### config.mk
export PLATFORM = sky130hd
export DESIGN_NAME = lsu_split_access_flat
export DESIGN_NICKNAME = d
export VERILOG_FILES = /design/src/rtl/lsu_split_access_if.sv /design/src/rtl/lsu_split_access.sv /design/src/flat_wrapper.sv
export SDC_FILE = /design/constraint.sdc
export NUM_CORES = 1
export LEC_CHECK = 0
export ABC_AREA = 1
export CORE_ASPECT_RATIO = 0.75
export CORE_MARGIN = 2
export CORE_UTILIZATION = 57
export CTS_BUF_LIST = sky130_fd_sc_hd__clkbuf_8
export CTS_CLUSTER_DIAMETER = 60
export DETAILED_ROUTE_END_ITERATION = 10
export PLACE_DENSITY = 0.95
export RECOVER_POWER = 100
export SLEW_MARGIN = 20
export SYNTH_ARGS = -nofsm -noshare
export SYNTH_HDL_FRONTEND = slang
export SYNTH_SLANG_ARGS = --single-unit
### constraint.sdc
create_clock -name clk -period 6.9 [get_ports clk]
set_input_delay 1.725 -clock clk [delete_from_list [all_inputs] [get_ports clk]]
set_output_delay 1.725 -clock clk [all_outputs]
set_load 0.05 [all_outputs]
### src/rtl/lsu_split_access_if.sv
// lsu_split_access_if: request/response handshake channels plus the word-organised RAM port
// of the split-access load/store unit, bundled so the unit and its environment share one definition.
// Modports: slave = the LSU view (drives req_ready/rsp/mem strobes), master = core + RAM view.
interface lsu_split_access_if #(
  parameter int DATA_WIDTH = 32,
  parameter int ADDR_WIDTH = 12
);
  localparam int NB  = DATA_WIDTH / 8;
  localparam int WAW = ADDR_WIDTH - $clog2(NB);

  // request channel
  logic                  req_valid_i;
  logic                  req_ready_o;
  logic                  req_we_i;
  logic [ADDR_WIDTH-1:0] req_addr_i;
  logic [DATA_WIDTH-1:0] req_wdata_i;
  logic [2:0]            req_dtype_i;
  // response channel
  logic                  rsp_valid_o;
  logic                  rsp_ready_i;
  logic [DATA_WIDTH-1:0] rsp_rdata_o;
  logic                  rsp_err_o;
  // RAM port
  logic                  mem_en_o;
  logic                  mem_we_o;
  logic [WAW-1:0]        mem_addr_o;
  logic [NB-1:0]         mem_be_o;
  logic [DATA_WIDTH-1:0] mem_wdata_o;
  logic [DATA_WIDTH-1:0] mem_rdata_i;

  modport slave (
    input  req_valid_i, req_we_i, req_addr_i, req_wdata_i, req_dtype_i,
    input  rsp_ready_i, mem_rdata_i,
    output req_ready_o, rsp_valid_o, rsp_rdata_o, rsp_err_o,
    output mem_en_o, mem_we_o, mem_addr_o, mem_be_o, mem_wdata_o
  );

  modport master (
    output req_valid_i, req_we_i, req_addr_i, req_wdata_i, req_dtype_i,
    output rsp_ready_i, mem_rdata_i,
    input  req_ready_o, rsp_valid_o, rsp_rdata_o, rsp_err_o,
    input  mem_en_o, mem_we_o, mem_addr_o, mem_be_o, mem_wdata_o
  );
endinterface

### src/rtl/lsu_split_access.sv
// lsu_split_access: any-alignment byte/half/word load/store onto a byte-enabled single-port RAM;
// word-crossing accesses become two beats. Latency store 1 (split 2), load 2 (split 3), error 1.
// Backpressure: one request in flight, req_ready only in IDLE, response held until rsp_ready.
// Ports: clk; reset_n (async, active low); bus = lsu_split_access_if.slave (req/rsp/mem channels).
// Option: LSU_MISALIGN_TRAP_EN makes addr mod size != 0 an error (no RAM access, never splits).
module lsu_split_access #(
  parameter int DATA_WIDTH = 32,
  parameter int ADDR_WIDTH = 12
) (
  input logic               clk,
  input logic               reset_n,
  lsu_split_access_if.slave bus
);
  localparam int NB  = DATA_WIDTH / 8;
  localparam int LB  = $clog2(NB);
  localparam int WAW = ADDR_WIDTH - LB;
  localparam int SHW = LB + 3;

  typedef enum logic [2:0] {IDLE, ACC0, ACC1, CAPT, RESP} state_t;
  state_t state_q, state_d;

  logic                  we_q, sext_q, err_q;
  logic [2:0]            size_q;
  logic [ADDR_WIDTH-1:0] addr_q;
  logic [DATA_WIDTH-1:0] wdata_q, buf_q, rdata_q;

  // request decode: size in bytes, sign extension, illegal type
  logic [2:0] req_size;
  logic       req_sext, req_bad;
  always_comb begin
    req_size = 3'd1;
    req_sext = 1'b0;
    req_bad  = 1'b0;
    case (bus.req_dtype_i)
      3'b000:  begin req_size = 3'd1; req_sext = 1'b1; end
      3'b001:  begin req_size = 3'd2; req_sext = 1'b1; end
      3'b010:  req_size = 3'd4;
      3'b011:  req_size = 3'd1;
      3'b100:  req_size = 3'd2;
      default: req_bad = 1'b1;
    endcase
`ifdef LSU_MISALIGN_TRAP_EN
    if ((bus.req_addr_i[2:0] & (req_size - 3'd1)) != 3'd0) req_bad = 1'b1;
`endif
  end

  logic accept;
  assign accept = (state_q == IDLE) && bus.req_valid_i;

  // Access geometry. Everything is laid out over a two-word window: lanes
  // [NB-1:0] belong to beat0, lanes [2NB-1:NB] to beat1.
  logic [LB-1:0]           off;
  logic [SHW-1:0]          sh;
  logic                    split;
  logic [WAW-1:0]          word0;
  logic [NB-1:0]           smask;
  logic [DATA_WIDTH-1:0]   bmask;
  logic [2*NB-1:0]         be_wide;
  logic [2*DATA_WIDTH-1:0] wdata_wide;

  assign off    = addr_q[LB-1:0];
  assign sh     = {off, 3'b000};
  assign split  = ({1'b0, off} + (LB+1)'(size_q)) > (LB+1)'(NB);
  assign word0  = addr_q[ADDR_WIDTH-1:LB];
  assign smask  = NB'((5'd1 << size_q) - 5'd1);

  always_comb begin
    bmask = '0;
    for (int i = 0; i < NB; i++) bmask[8*i +: 8] = {8{smask[i]}};
  end

  assign be_wide    = {{NB{1'b0}}, smask} << off;
  assign wdata_wide = {{DATA_WIDTH{1'b0}}, wdata_q & bmask} << sh;

  // Load merge: beat0 word sits in buf_q, the last beat arrives on mem_rdata_i in CAPT.
  logic [2*DATA_WIDTH-1:0] rd_pair;
  logic [DATA_WIDTH-1:0]   rd_val, rd_ext;
  logic                    rd_sign;
  always_comb begin
    rd_pair = split ? {bus.mem_rdata_i, buf_q} : {{DATA_WIDTH{1'b0}}, bus.mem_rdata_i};
    rd_val  = DATA_WIDTH'(rd_pair >> sh) & bmask;
    rd_sign = (size_q == 3'd1) ? rd_val[7] : rd_val[15];
    rd_ext  = (sext_q && rd_sign) ? (rd_val | ~bmask) : rd_val;
  end

  // next state and RAM strobes
  always_comb begin
    state_d         = state_q;
    bus.req_ready_o = 1'b0;
    bus.mem_en_o    = 1'b0;
    bus.mem_we_o    = 1'b0;
    bus.mem_addr_o  = '0;
    bus.mem_be_o    = '0;
    bus.mem_wdata_o = '0;
    case (state_q)
      IDLE: begin
        bus.req_ready_o = 1'b1;
        if (bus.req_valid_i) state_d = ACC0;
      end
      ACC0: begin
        if (err_q) begin
          state_d = RESP;  // illegal request: straight to response, RAM untouched
        end else begin
          bus.mem_en_o    = 1'b1;
          bus.mem_we_o    = we_q;
          bus.mem_addr_o  = word0;
          bus.mem_be_o    = be_wide[NB-1:0];
          bus.mem_wdata_o = wdata_wide[DATA_WIDTH-1:0];
          state_d         = split ? ACC1 : (we_q ? RESP : CAPT);
        end
      end
      ACC1: begin
        bus.mem_en_o    = 1'b1;
        bus.mem_we_o    = we_q;
        bus.mem_addr_o  = word0 + WAW'(1);  // top word wraps to word 0
        bus.mem_be_o    = be_wide[2*NB-1:NB];
        bus.mem_wdata_o = wdata_wide[2*DATA_WIDTH-1:DATA_WIDTH];
        state_d         = we_q ? RESP : CAPT;
      end
      CAPT: state_d = RESP;
      RESP: if (bus.rsp_ready_i) state_d = IDLE;
      default: state_d = IDLE;
    endcase
  end

  assign bus.rsp_valid_o = (state_q == RESP);
  assign bus.rsp_err_o   = (state_q == RESP) && err_q;
  assign bus.rsp_rdata_o = rdata_q;

  always_ff @(posedge clk or negedge reset_n) begin
    if (!reset_n) begin
      state_q <= IDLE;
      we_q    <= 1'b0;
      sext_q  <= 1'b0;
      err_q   <= 1'b0;
      size_q  <= 3'd1;
      addr_q  <= '0;
      wdata_q <= '0;
      buf_q   <= '0;
      rdata_q <= '0;
    end else begin
      state_q <= state_d;
      if (accept) begin
        we_q    <= bus.req_we_i;
        addr_q  <= bus.req_addr_i;
        wdata_q <= bus.req_wdata_i;
        size_q  <= req_size;
        sext_q  <= req_sext;
        err_q   <= req_bad;
        rdata_q <= '0;  // stores and errors answer with zero data
      end
      if (state_q == ACC1) buf_q <= bus.mem_rdata_i;  // beat0 read data
      if (state_q == CAPT && !we_q) rdata_q <= rd_ext;
    end
  end
endmodule

### src/flat_wrapper.sv
// flat-port wrapper written by rule: the top's interface ports become plain ports
module lsu_split_access_flat 
#(
  parameter int DATA_WIDTH = 32,
  parameter int ADDR_WIDTH = 12
)
  (clk, reset_n, bus_req_valid_i, bus_req_we_i, bus_req_addr_i, bus_req_wdata_i, bus_req_dtype_i, bus_rsp_ready_i, bus_mem_rdata_i, bus_req_ready_o, bus_rsp_valid_o, bus_rsp_rdata_o, bus_rsp_err_o, bus_mem_en_o, bus_mem_we_o, bus_mem_addr_o, bus_mem_be_o, bus_mem_wdata_o);
  lsu_split_access_if #(.DATA_WIDTH(DATA_WIDTH), .ADDR_WIDTH(ADDR_WIDTH)) bus_i ();
  input logic clk;
  input logic reset_n;
  input wire logic [$bits(bus_i.req_valid_i)-1:0] bus_req_valid_i;
  input wire logic [$bits(bus_i.req_we_i)-1:0] bus_req_we_i;
  input wire logic [$bits(bus_i.req_addr_i)-1:0] bus_req_addr_i;
  input wire logic [$bits(bus_i.req_wdata_i)-1:0] bus_req_wdata_i;
  input wire logic [$bits(bus_i.req_dtype_i)-1:0] bus_req_dtype_i;
  input wire logic [$bits(bus_i.rsp_ready_i)-1:0] bus_rsp_ready_i;
  input wire logic [$bits(bus_i.mem_rdata_i)-1:0] bus_mem_rdata_i;
  output wire logic [$bits(bus_i.req_ready_o)-1:0] bus_req_ready_o;
  output wire logic [$bits(bus_i.rsp_valid_o)-1:0] bus_rsp_valid_o;
  output wire logic [$bits(bus_i.rsp_rdata_o)-1:0] bus_rsp_rdata_o;
  output wire logic [$bits(bus_i.rsp_err_o)-1:0] bus_rsp_err_o;
  output wire logic [$bits(bus_i.mem_en_o)-1:0] bus_mem_en_o;
  output wire logic [$bits(bus_i.mem_we_o)-1:0] bus_mem_we_o;
  output wire logic [$bits(bus_i.mem_addr_o)-1:0] bus_mem_addr_o;
  output wire logic [$bits(bus_i.mem_be_o)-1:0] bus_mem_be_o;
  output wire logic [$bits(bus_i.mem_wdata_o)-1:0] bus_mem_wdata_o;
  assign bus_i.req_valid_i = bus_req_valid_i;
  assign bus_i.req_we_i = bus_req_we_i;
  assign bus_i.req_addr_i = bus_req_addr_i;
  assign bus_i.req_wdata_i = bus_req_wdata_i;
  assign bus_i.req_dtype_i = bus_req_dtype_i;
  assign bus_i.rsp_ready_i = bus_rsp_ready_i;
  assign bus_i.mem_rdata_i = bus_mem_rdata_i;
  assign bus_req_ready_o = bus_i.req_ready_o;
  assign bus_rsp_valid_o = bus_i.rsp_valid_o;
  assign bus_rsp_rdata_o = bus_i.rsp_rdata_o;
  assign bus_rsp_err_o = bus_i.rsp_err_o;
  assign bus_mem_en_o = bus_i.mem_en_o;
  assign bus_mem_we_o = bus_i.mem_we_o;
  assign bus_mem_addr_o = bus_i.mem_addr_o;
  assign bus_mem_be_o = bus_i.mem_be_o;
  assign bus_mem_wdata_o = bus_i.mem_wdata_o;
  lsu_split_access #(.DATA_WIDTH(DATA_WIDTH), .ADDR_WIDTH(ADDR_WIDTH)) u_core (.clk(clk), .reset_n(reset_n), .bus(bus_i));
endmodule
* Word-level counts from Yosys, hierarchy flattened
Index checks and enable logic that the tools add are counted.
** Word-level totals
- Flip-flop bits (word level) :: 117
- Output and inout port bits :: 83
** Cells by class
- Add/sub/neg operators :: 3
- $lt $le $gt $ge :: 1
- Equality and inequality tests :: 11
- Shift-type cells :: 4
- Mux-type cells :: 25
- Bitwise logic cells :: 4
- Reduce and logical (&&, ||, !) cells :: 12
** Operator list (count)
- 32-bit two-way mux :: 4
- 32-bit bitwise AND :: 2
- 64-bit two-way mux :: 1
- 32-bit case mux with 2 select lines :: 1
- 32-bit by 5-bit left shift with 64-bit output :: 1
- 64-bit by 5-bit right shift with 32-bit output :: 1
- 32-bit NOT :: 1
- 32-bit bitwise OR :: 1
- 10-bit case mux with 2 select lines :: 1
- 3-bit two-way mux :: 5
- 3-bit case mux with 5 select lines :: 1
- 3-bit by 2-bit == test with 1-bit output, second input constant :: 4
- 10-bit by 1-bit adder with 10-bit output, second input constant :: 1
- 10-bit two-way mux :: 1
- 3-bit by 1-bit == test with 1-bit output, second input constant :: 3
- 4-bit case mux with 2 select lines :: 1
- 4-bit by 2-bit left shift with 8-bit output :: 1
- 3-bit == test, second input constant :: 2
- 3-bit logical NOT :: 2
- 1-bit two-way mux :: 6
- 3-bit case mux with 2 select lines :: 1
- 5-bit OR reduction :: 1
- 1-bit logical AND :: 4
- 4-bit two-way mux :: 1
- 10 further kinds :: 13

* Logic depth before layout (Yosys ltp)
- Word-level depth :: 9
- Mapped depth :: 17
- Mapped depth without buffers :: 15

* Worst setup path after synthesis
Ideal clock, no wire load.
- Path kind :: reg-to-output
- Start :: reg u_core.size_q[0]
- End :: out bus_mem_wdata_o[2]
- Data arrival time :: 2.358 ns
- Slack :: 2.817 ns
- Stages on the path, launching flop included :: 8
- Cells stage by stage :: dfstp_2 a21oi_1 buf_2 nor2_1 nand2_1 o21ai_0 nor2_1 o32ai_1
** Between the ends
- Cells in the longest elaborated chain, start to end :: 6
** Ends and longest elaborated chain
- start, declared :: RTL line lsu_split_access.sv:23 : logic [2:0] size_q;
- start signal, assigned :: RTL line lsu_split_access.sv:147 : size_q <= req_size;
- 1-bit by 3-bit left shift with 4-bit output (*) :: RTL line lsu_split_access.sv:65 : assign smask = NB'((5'd1 << size_q) - 5'd1);
- 4-bit by 1-bit subtractor with 4-bit output (*) :: RTL line lsu_split_access.sv:65
- 32-bit bitwise AND (*) :: RTL line lsu_split_access.sv:73 : assign wdata_wide = {{DATA_WIDTH{1'b0}}, wdata_q & bmask} << sh;
- 32-bit by 5-bit left shift with 64-bit output (*) :: RTL line lsu_split_access.sv:73
- 32-bit two-way mux :: RTL line lsu_split_access.sv:101 : if (err_q) begin
- 32-bit case mux with 2 select lines (*) :: RTL line lsu_split_access.sv:95 : case (state_q)
- end, declared :: RTL line flat_wrapper.sv:26 : output wire logic [$bits(bus_i.mem_wdata_o)-1:0] bus_mem_wdata_o;
Every way passes the cells marked *; elsewhere a longest branch is shown, timed or not.

* Worst setup path in the final report
- Start :: reg u_core.addr_q[1]
- End :: out bus_mem_wdata_o[23]
** Between the ends
- Cells in the longest elaborated chain, start to end :: 3
** Ends and longest elaborated chain
- start, declared :: RTL line lsu_split_access.sv:24 : logic [ADDR_WIDTH-1:0] addr_q;
- start signal, assigned :: RTL line lsu_split_access.sv:145 : addr_q <= bus.req_addr_i;
- 32-bit by 5-bit left shift with 64-bit output (*) :: RTL line lsu_split_access.sv:73
- 32-bit two-way mux :: RTL line lsu_split_access.sv:101
- 32-bit case mux with 2 select lines (*) :: RTL line lsu_split_access.sv:95
Marks and branches as above.

==> flow_metrics.env <==
export IMPL_outcome="complete, but fails checks"
export IMPL_violations="capacitance limit, slew limit"
export IMPL_wirelength_mm=23.6
export IMPL_rows=35
export IMPL_drv_slew=120
export IMPL_reg2reg_depth=15
export IMPL_gp_congestion=1.04
export IMPL_drt_initial_drc_count=1229
export IMPL_antenna_cells=0
export IMPL_rsz0062_at_grt="no"
export IMPL_start_kind="register"
export IMPL_crit_fanout=49
export IMPL_ys_warn_count=0
export IMPL_vias=7842
export IMPL_cts_setup_buffers=0
export IMPL_rrSetupSlack_ns=1.86
export IMPL_grt_pass1_wl_mm=37.5
export IMPL_grt_pass1_vias=7173
export IMPL_syn_inst=1023
export IMPL_synth_area_mux_share=0
export IMPL_hpwl_mm=16.8
export IMPL_synth_edf_count=0
export IMPL_synthSimpleGateAreaFrac=0.293
export IMPL_io_buffers=166
export IMPL_synthesis_nets=1110
export IMPL_die_area_mm2=0.0137
export IMPL_avgSynthCellArea_um2=7.11
export IMPL_cts_sinks=117
export IMPL_firstDrtPassIters=7
export IMPL_endpoint="bus_mem_wdata_o[23]"
export IMPL_p_total_mw=4.51
export IMPL_synth_compound_area_frac=0.203
export IMPL_seq_area_frac_synth=0.403
export IMPL_coreArea_mm2=0.0123
export IMPL_p_leak_nw=4.47
export IMPL_tightest_slew_ns=2.67
export IMPL_htree_levels=4
export IMPL_max_freq_mhz=174
export IMPL_die_h_um=102
export IMPL_clock_latency_ns=0.45
export IMPL_fin_nets=1238
export IMPL_skew_ns=0.0104
export IMPL_worstReg2RegEnd="u_core.bus.rsp_rdata_o[31]$_DFFE_PN0P_"
export IMPL_track_usage=0.356
export IMPL_period_needed_ns=5.76
export IMPL_antenna_found_initial=0
export IMPL_synth_main_ff_cell="dfrtp_1"
export IMPL_critPathLaunch="u_core.addr_q[1]$_DFFE_PN0P_"
export IMPL_end_kind="output pin"
export IMPL_postLayoutCellArea_mm2=0.00924
export IMPL_drc=0
export IMPL_hold_viol_final=0
export IMPL_ys_ff_latch=117
export IMPL_drive_gt1_frac=0.0687
export IMPL_cts_root_buf="clkbuf_8"
export IMPL_cts_hold_buf=0
export IMPL_async_flop_share=1.00
export IMPL_power_density_mw_per_mm2=488
export IMPL_finalCritPeriodShare=0.835
export IMPL_die_w_um=134
export IMPL_start_util=0.589
export IMPL_cp_required_ns=5.18
export IMPL_cap_violations=2
export IMPL_clockBufferDepth=2
export IMPL_timing_rr_start="u_core.addr_q[0]$_DFFE_PN0P_"
export IMPL_avgRoutedWirePerCell_um=17.8
export IMPL_synthAdderAreaFrac=0.00620
export IMPL_dpl_cell_area_mm2=0.00887
export IMPL_clk_pin_slew_ns=0.08
export IMPL_hold_path_class="reg2reg"
export IMPL_grt_overflow_total=0
export IMPL_cts_resized=0
export IMPL_setup_viol=0
export IMPL_via_per_inst=5.90
export IMPL_syn_area_mm2=0.00727
export IMPL_synth_top_family_by_area="simple AND/OR/NAND/NOR gates"
export IMPL_grt_max_degree=94
export IMPL_synth_xor_area_share=0
export IMPL_ir_drop_v=0.000330
export IMPL_ys_types=45
export IMPL_ioPinCount=167
export IMPL_cts_tree="built"
export IMPL_cts_buffers=17
export IMPL_arrival_ns=4.04
export IMPL_ant_nets=0
export IMPL_area_delta_synth_final_pct=27.0
export IMPL_fin_tns_setup_ns=0
export IMPL_slew_headroom=-0.777
export IMPL_criticalPathCategory="reg2out"
registers in the layout (all words and copies together) (netlist names):
name,count
u_core.addr_q,12
u_core.buf_q,32
u_core.bus.rsp_rdata_o,32
u_core.err_q,1
u_core.sext_q,1
u_core.size_q,3
u_core.state_q,3
u_core.wdata_q,32
u_core.we_q,1
where the power goes:
part	internal, mW	switching (mW)
clock network	0.334	0.312
logic	0.726	1.94
registers	0.972	0.223
kinds of logic (layout without fill, tap and decap cells):
group,count (synthesis),after routing
AO/OA/AOI/OAI,236,236
AND/OR/NAND/NOR,505,505
adder cells (fa/ha/maj),3,3
flip-flops,117,117
buffers and inverters,162,303
metrics by stage:
step,hold WS (ns),utilization,worst slack [ns],cells
floorplan,0.444,-,2.82,1023
global placement,0.459,0.718,2.17,1298
detailed placement,0.465,0.718,2.12,1298
CTS,0.485,0.751,1.64,1330
global route,0.505,0.748,0.962,1330
finish,0.478,0.748,1.14,1330
cell usage in the layout, fill, tap and decap left out, drive strengths merged, types with 2 or more instances in the layout:
cell type | synthesis | final
a22o | 3 | 3
ha | 2 | 2
o31ai | 2 | 2
dlygate4sd3 | 0 | 115
o2111ai | 6 | 6
nand2 | 362 | 362
o32ai | 5 | 5
nand3 | 89 | 89
nor2 | 42 | 42
a41oi | 3 | 3
nand4 | 5 | 5
o211ai | 29 | 29
a22oi | 8 | 8
clkdlybuf4s50 | 0 | 50
clkinv | 1 | 8
a21oi | 16 | 16
bufinv | 0 | 2
o21ai | 121 | 121
o21a | 2 | 2
clkbuf | 27 | 20
nor3 | 5 | 5
buf | 37 | 6
clkinvlp | 0 | 3
a31oi | 14 | 14
inv | 97 | 99
o22ai | 25 | 25
dfrtp | 116 | 116
routing by layer:
layer | global-route usage | vias to the layer above | wire length [µm]
li1 | - | 3668 | -
met3 | 0.124 | 54 | 3330
met1 | 0.501 | 3573 | 9580
met5 | 0 | - | 0
met4 | 0.101 | 0 | 506
met2 | 0.525 | 547 | 10200
synthesized netlist by cell type, drive strengths merged, types with 2 or more instances:
cell type	instances	area, µm²
o21ai	121	613
o2111ai	6	52.6
buf	37	220
a41oi	3	26.3
o21a	2	15.0
clkbuf	27	101
nor2	42	180
a22o	3	26.3
ha	2	25.0
o22ai	25	156
a21oi	16	91.3
nand2	362	1390
nor3	5	45.0
a22oi	8	60.1
dfrtp	116	2900
nand3	89	468
o32ai	5	43.8
inv	97	369
nand4	5	31.3
a31oi	14	87.6
o31ai	2	15.0
o211ai	29	268
worst min-delay path by stage:
stage,startpoint,end,cells after the start
floorplan,u_core.buf_q[15]$_DFFE_PN0P_,u_core.buf_q[15]$_DFFE_PN0P_,2
global placement,u_core.buf_q[15]$_DFFE_PN0P_,u_core.buf_q[15]$_DFFE_PN0P_,2
detailed placement,u_core.bus.rsp_rdata_o[24]$_DFFE_PN0P_,u_core.bus.rsp_rdata_o[24]$_DFFE_PN0P_,2
CTS,u_core.bus.rsp_rdata_o[24]$_DFFE_PN0P_,u_core.bus.rsp_rdata_o[24]$_DFFE_PN0P_,2
global route,u_core.bus.rsp_rdata_o[27]$_DFFE_PN0P_,u_core.bus.rsp_rdata_o[27]$_DFFE_PN0P_,2
finish,u_core.bus.rsp_rdata_o[29]$_DFFE_PN0P_,u_core.bus.rsp_rdata_o[29]$_DFFE_PN0P_,2
final cells by class:
cell class                      instances  area (µm²)
Tap cell                              166         208
Inverter                               98         374
Multi-Input combinational cell        744        3620
Fill cell                             967        3110
Timing Repair Buffer                  173        1710
Clock inverter                         14         153
Sequential cell                       117        2930
Clock buffer                           18         248
critical path: stages, from the launching register on:
cell	delay, ns
dfrtp_1	0.34
buf_4	0.37
inv_1	0.07
buf_4	0.30
nor2_1	0.26
inv_2	0.15
nor3_1	0.91
nand2_1	0.10
o211ai_1	0.16
dlygate4sd3_1	0.91
Power figures use the tool's default switching activity.
